<file path="src/rtl/mem_pkg.sv">
// Shared types and constants for the data memory responder and its storage array.
package mem_pkg;

    typedef enum logic [1:0] {
        IDLE = 2'd0,
        WAIT = 2'd1,
        DONE = 2'd2
    } state_t;

    localparam int DEPTH_DEF   = 32;
    localparam int LATENCY_DEF = 3;
    localparam int WORD_OFFSET = 2;

    function automatic int idx_w(input int depth);
        return (depth > 1) ? $clog2(depth) : 1;
    endfunction

endpackage

</file>
<file path="src/rtl/mem_array.sv">
// Word-addressed storage: synchronous write, combinational read on a shared index.
module mem_array
    import mem_pkg::*;
#(
    parameter int DEPTH = DEPTH_DEF
) (
    input  logic                    clk_i,
    input  logic                    we_i,
    input  logic [idx_w(DEPTH)-1:0] idx_i,
    input  logic [31:0]             wdata_i,
    output logic [31:0]             rdata_o
);

    logic [31:0] mem [DEPTH];

    always_ff @(posedge clk_i) begin
        if (we_i) begin
            mem[idx_i] <= wdata_i;
        end
    end

    assign rdata_o = mem[idx_i];

endmodule

</file>
<file path="src/rtl/data_mem_responder.sv">
// Fixed-latency data memory responder: accepts one CPU request, stalls the pipeline,
// and completes with a single-cycle ack carrying read data or an error flag.
module data_mem_responder
    import mem_pkg::*;
#(
    parameter int DEPTH   = DEPTH_DEF,
    parameter int LATENCY = LATENCY_DEF
) (
    input  logic        clk_i,
    input  logic        rst_i,
    input  logic        req_i,
    input  logic        we_i,
    input  logic [31:0] addr_i,
    input  logic [31:0] wdata_i,
    output logic        ack_o,
    output logic [31:0] rdata_o,
    output logic        stall_o,
    output logic        err_o
);

    localparam int IDX_W = idx_w(DEPTH);

    state_t              state, state_nxt;
    logic [3:0]          cnt;
    logic                cap_we;
    logic [31:0]         cap_addr;
    logic [31:0]         cap_wdata;
    logic                err_q;
    logic                accept;
    logic                done_enter;
    logic                sel_we;
    logic [31:0]         sel_addr;
    logic [31:0]         sel_wdata;
    logic [31-WORD_OFFSET:0] sel_index;
    logic                sel_err;
    logic [IDX_W-1:0]    sel_idx;
    logic [31:0]         mem_rdata;
    logic                mem_we;

    always_ff @(posedge clk_i) begin
        if (rst_i) begin
            state <= IDLE;
        end else begin
            state <= state_nxt;
        end
    end

    always_comb begin
        state_nxt  = state;
        accept     = 1'b0;
        done_enter = 1'b0;
        stall_o    = 1'b0;
        ack_o      = 1'b0;
        unique case (state)
            IDLE: begin
                if (req_i) begin
                    stall_o = 1'b1;
                    accept  = 1'b1;
                    if (LATENCY == 1) begin
                        state_nxt  = DONE;
                        done_enter = 1'b1;
                    end else begin
                        state_nxt = WAIT;
                    end
                end
            end
            WAIT: begin
                stall_o = 1'b1;
                if (cnt == 4'd1) begin
                    state_nxt  = DONE;
                    done_enter = 1'b1;
                end
            end
            DONE: begin
                ack_o     = 1'b1;
                state_nxt = IDLE;
            end
            default: state_nxt = IDLE;
        endcase
    end

    // With LATENCY=1 the completion edge is also the accept edge, so the live inputs
    // stand in for the not-yet-captured transaction.
    assign sel_we    = (state == IDLE) ? we_i    : cap_we;
    assign sel_addr  = (state == IDLE) ? addr_i  : cap_addr;
    assign sel_wdata = (state == IDLE) ? wdata_i : cap_wdata;
    assign sel_index = sel_addr[31:WORD_OFFSET];
    assign sel_err   = (sel_addr[WORD_OFFSET-1:0] != '0) || (32'(sel_index) >= 32'(DEPTH));
    assign sel_idx   = sel_index[IDX_W-1:0];
    assign mem_we    = done_enter && sel_we && !sel_err && !rst_i;
    assign err_o     = ack_o & err_q;

    always_ff @(posedge clk_i) begin
        if (rst_i) begin
            cnt       <= '0;
            cap_we    <= 1'b0;
            cap_addr  <= '0;
            cap_wdata <= '0;
            rdata_o   <= '0;
            err_q     <= 1'b0;
        end else begin
            if (accept) begin
                cap_we    <= we_i;
                cap_addr  <= addr_i;
                cap_wdata <= wdata_i;
                cnt       <= 4'(LATENCY - 1);
            end else if (state == WAIT) begin
                cnt <= cnt - 4'd1;
            end
            if (done_enter) begin
                err_q <= sel_err;
                if (sel_err) begin
                    rdata_o <= '0;
                end else if (!sel_we) begin
                    rdata_o <= mem_rdata;
                end
            end
        end
    end

    mem_array #(
        .DEPTH(DEPTH)
    ) u_mem_array (
        .clk_i  (clk_i),
        .we_i   (mem_we),
        .idx_i  (sel_idx),
        .wdata_i(sel_wdata),
        .rdata_o(mem_rdata)
    );

endmodule

</file>
<file path="config.mk">
export PLATFORM = sky130hd
export DESIGN_NAME = data_mem_responder
export DESIGN_NICKNAME = d
export VERILOG_FILES = /design/src/rtl/mem_pkg.sv /design/src/rtl/mem_array.sv /design/src/rtl/data_mem_responder.sv
export SDC_FILE = /design/constraint.sdc
export NUM_CORES = 1
export LEC_CHECK = 0
export ABC_CLOCK_PERIOD_IN_PS = 7300
export BUFFER_PORTS_ARGS = -buffer_cell sky130_fd_sc_hd__buf_2
export CAP_MARGIN = 25
export CORE_ASPECT_RATIO = 0.7
export CORE_UTILIZATION = 55
export DETAILED_ROUTE_END_ITERATION = 10
export HOLD_SLACK_MARGIN = 0.02
export PLACE_DENSITY = 0.71
export SLEW_MARGIN = 20
export SYNTH_ARGS = -nofsm -noshare
export SYNTH_HDL_FRONTEND = slang
export SYNTH_SLANG_ARGS = --single-unit
</file>
<file path="constraint.sdc">
create_clock -name clk_i -period 7.3 [get_ports clk_i]
set_input_delay 0.365 -clock clk_i [delete_from_list [all_inputs] [get_ports clk_i]]
set_output_delay 0.365 -clock clk_i [all_outputs]
set_load 0.005 [all_outputs]
</file>
==> results.txt <==
- The run finished, with violations left.
- Violated checks: antenna rules
- Ranked by instance count, the synthesized netlist is headed by sky130_fd_sc_hd__edfxtp_1, sky130_fd_sc_hd__nand2_1, sky130_fd_sc_hd__nor2_1.
- In this run the number of H-tree levels came out at 3.
- For this run, design rule violations remaining after detail routing come to 0.
- Wire length per cell: 26.9 um
- Ranked by total cell area, the synthesized netlist is headed by sky130_fd_sc_hd__edfxtp_1, sky130_fd_sc_hd__nand2_1, sky130_fd_sc_hd__dfxtp_1.
- Peak ir drop on the vdd network: 202 uV
- The first detailed-routing pass ran for 6 iterations.
* Overall die width: 340 um
- Flip-flop and latch count after synthesis: 1,128
* Arrival time at the worst endpoint: 5.18 ns
- Setup violations remaining at the end of the flow were counted as 0.
- Remaining number of nets flagged by the antenna check after routing: 1
- Nature of the critical path endpoint: register
- The first global-routing pass estimated 176,000 um of wire.
- The routed layout has 28,049 vias.
- The floorplan step defined a die boundary enclosing 0.0813 mm^2.
- The min-delay analysis places its worst path in the category input pin to register.
- Starting density of the core: a little under three fifths
* Aggregate routed wire length: roughly 120,000 um
- The first routing iteration left 3,784 violations.
* Unrepaired setup endpoints after global routing: false
* CTS tree: built
* Library cell with the largest summed area after synthesis: sky130_fd_sc_hd__edfxtp_1
* Number of slew-limit violations in the final report: 0
- Post-layout power: 0.0138 W
- Comb power frac: 9.1%
* Maximum number of pins on one net before global-route repair: 108
- In this run the static leakage power is ~17 nW.
* R2R setup slack: 2.49 ns
* Max clock buf depth: 3
* Area Growth Syn to Fin: 14.7%
* Flip-flop cell with the highest count after synthesis: sky130_fd_sc_hd__edfxtp_1
* Row count: 86
- After synthesis, the mean cell area works out to 14.0 um^2.
- Number of buffers added for setup after CTS: 0
- Largest clock skew in the final design: about 0.023 ns
* Largest fanout on the critical path: 107
- Counting distinct cell types in the post-synthesis netlist gives 64.
- Netlist Area Pre-Place: 0.0441 mm^2
- Portion of synthesized cell area occupied by the leading cell type: 69.8%
- Number of flops mapped to enable cells by yosys: 1,024
* Switching share of power: 23.7%
- Number of clock sinks: 1,128
- Internal power comes to 0.0105 W.
- Minimum clock period: 4.81 ns
* Synth Instances: 3,154
* GR Util All Layers: 29.6%
- Residual overflow from global routing: 0
* PD cells: 272 mW/mm^2
* Final hold vios: 0
- HPWL after detailed placement: 72,400 um
- Core outline area: about 0.079 mm^2
* Share of layout cells above drive strength 1: 13.2%
- The die is 239 um tall.
- CTS clk-pin slew, worst paths: roughly 0.070 ns
- Number of nets produced by synthesis: 3,224
- In the final design database the tool counted 3,393 nets.
- At the later pin of the worst-skew pair, clock insertion delay measures slightly below 0.7 ns.
- After synthesis, the share of flip-flops with an asynchronous set or reset is 0%.
- The congestion estimate from routability-driven global placement came to 0.886.
- During placement, the flow inserted port buffers numbering 102.
- The analysis attributes to net switching a power of roughly 0.0033 W.
- For this run, the share of the core covered by cells in the final layout is 64.0%.
- Setup tns final: 0 ns
- Worst slew margin relative to its limit: 26.5%
- The setup path with the least slack is of type register to register.
- Clock tree root buffer cell: sky130_fd_sc_hd__clkbuf_16
* Vias/cell: 6.28
- Critical path data required time: between 7 and 8 ns
- The number of global-route vias before repair was 27,495.
- Worst Max-Slew Pin Slew: 1.09 ns
* Number of ports placed on the die boundary: 103
- Ys Warns: 0
* Number of max-cap violations: 0
- Based on the critical path, the design can be clocked at up to about 210 MHz.
* Number of CTS-inserted buffers: 100
* Initial antenna violation count: 9
- Most used standard cell by instance count after synthesis: sky130_fd_sc_hd__edfxtp_1
* Launching element type of the critical path: register
- In this run, the clock network consumes 38.7% of the power.
- Setup slack of the critical path after layout: between 2 and 2.5 ns
- Portion of the clock cycle consumed by the worst path in the final layout: 65.9%
* Post-placement worst setup slack: 2.59 ns
- Sequential area share after synthesis: 74.5%
- In this run, flip-flops and latches consume a little over half of the power.
## stage by stage
stage	area [um^2]	std cells	hold WS, ns
4_1_cts	50300	4452	0.142
3_5_place_dp	46400	4202	0.447
6_report	50500	4467	0.209
5_1_grt	50500	4462	0.237
2_1_floorplan	44100	3154	0.435
3_3_place_gp	45600	4170	0.441
## layout make-up
type / instances / area (um^2)
multi-input cells: 1827 / 10500
flip-flops and latches: 1128 / 32800
diodes: 5 / 12.5
fillers: 5616 / 28400
inverters: 3 / 11.3
repair buffers: 263 / 2550
clock inverters: 51 / 515
clock buffers: 134 / 2760
well taps: 1056 / 1320
## final timing paths
kind | startpoint | to | depth (start not counted)
min | req_i | cap_wdata[2] | 4
max | state[0] | u_mem_array.mem[21][24] | 6
min reg2reg | cap_addr[11] | cap_addr[11] | 2
max reg2reg | state[0] | u_mem_array.mem[21][24] | 6
## state kept, by name, summed over array words and instances (netlist names)
name             cells
cap_we               1
err_q                1
u_mem_array.mem   1024
state                2
rdata_o             32
cap_addr            32
cnt                  4
cap_wdata           32
## metal layers
layer,track usage (%),vias up,share of wire (%)
met5,0,-,0.011
met4,9.74,2,3.1
met3,9.72,238,14
met2,44.1,1754,44
met1,41.3,13902,39
li1,-,12153,-
## critical path: stages (launching register included)
cell and delay (ns):
sky130_fd_sc_hd__dfxtp_1 0.65, sky130_fd_sc_hd__or3b_1 0.79, sky130_fd_sc_hd__nand2_8 0.71, sky130_fd_sc_hd__nor4_1 0.70
sky130_fd_sc_hd__nand2_1 0.55, sky130_fd_sc_hd__nor2_4 0.79, sky130_fd_sc_hd__buf_16 0.23
## logic make-up (layout without fill, tap and decap cells)
group	after synthesis	after routing	share of synthesized area, %
simple gates	1166	1166	11.1
flops	1128	1128	74.5
compound gates	481	481	6.98
buf+inv	199	451	2.42
mux	175	175	4.87
xor+xnor	3	3	0.0596
fa+ha+maj	2	2	0.0568
other cells	0	5	0
## power by group through the flow
stage | registers [W] | logic, W | clock network (W)
after floorplan | 0.00731 | 0.000761 | 0
after global placement | 0.00731 | 0.00115 | 0
after detailed placement | 0.00731 | 0.00119 | 0
after CTS | 0.00717 | 0.00122 | 0.00536
after global routing | 0.00717 | 0.00134 | 0.00559
final | 0.00717 | 0.00126 | 0.00533
## timing repair
item                                   in CTS  in global routing
setup endpoints to repair                   0                  0
endpoints found under the hold margin      65                  0
hold buffers                               65                  0
gates resized for setup                     0                  0
## cell usage in the layout, fill, tap and decap left out, drive strengths merged, types with 3 or more instances in the layout
cell type	count
a31oi	83
nand2	648
diode	5
clkbuf	134
nor3	10
a22o	25
dlygate4sd3	65
inv	6
or3	3
mux4	31
clkinvlp	6
a32o	7
mux2i	143
and2	5
a21oi	130
o21ai	108
nor4	44
or3b	3
dfxtp	104
edfxtp	1024
a32oi	32
bufinv	10
nand3	142
nand4	9
o22ai	14
clkinv	32
nor2	270
buf	198
or4	3
a221oi	52
and3	19
a211oi	16
nand2b	5
(Power assumes the default switching activity.)
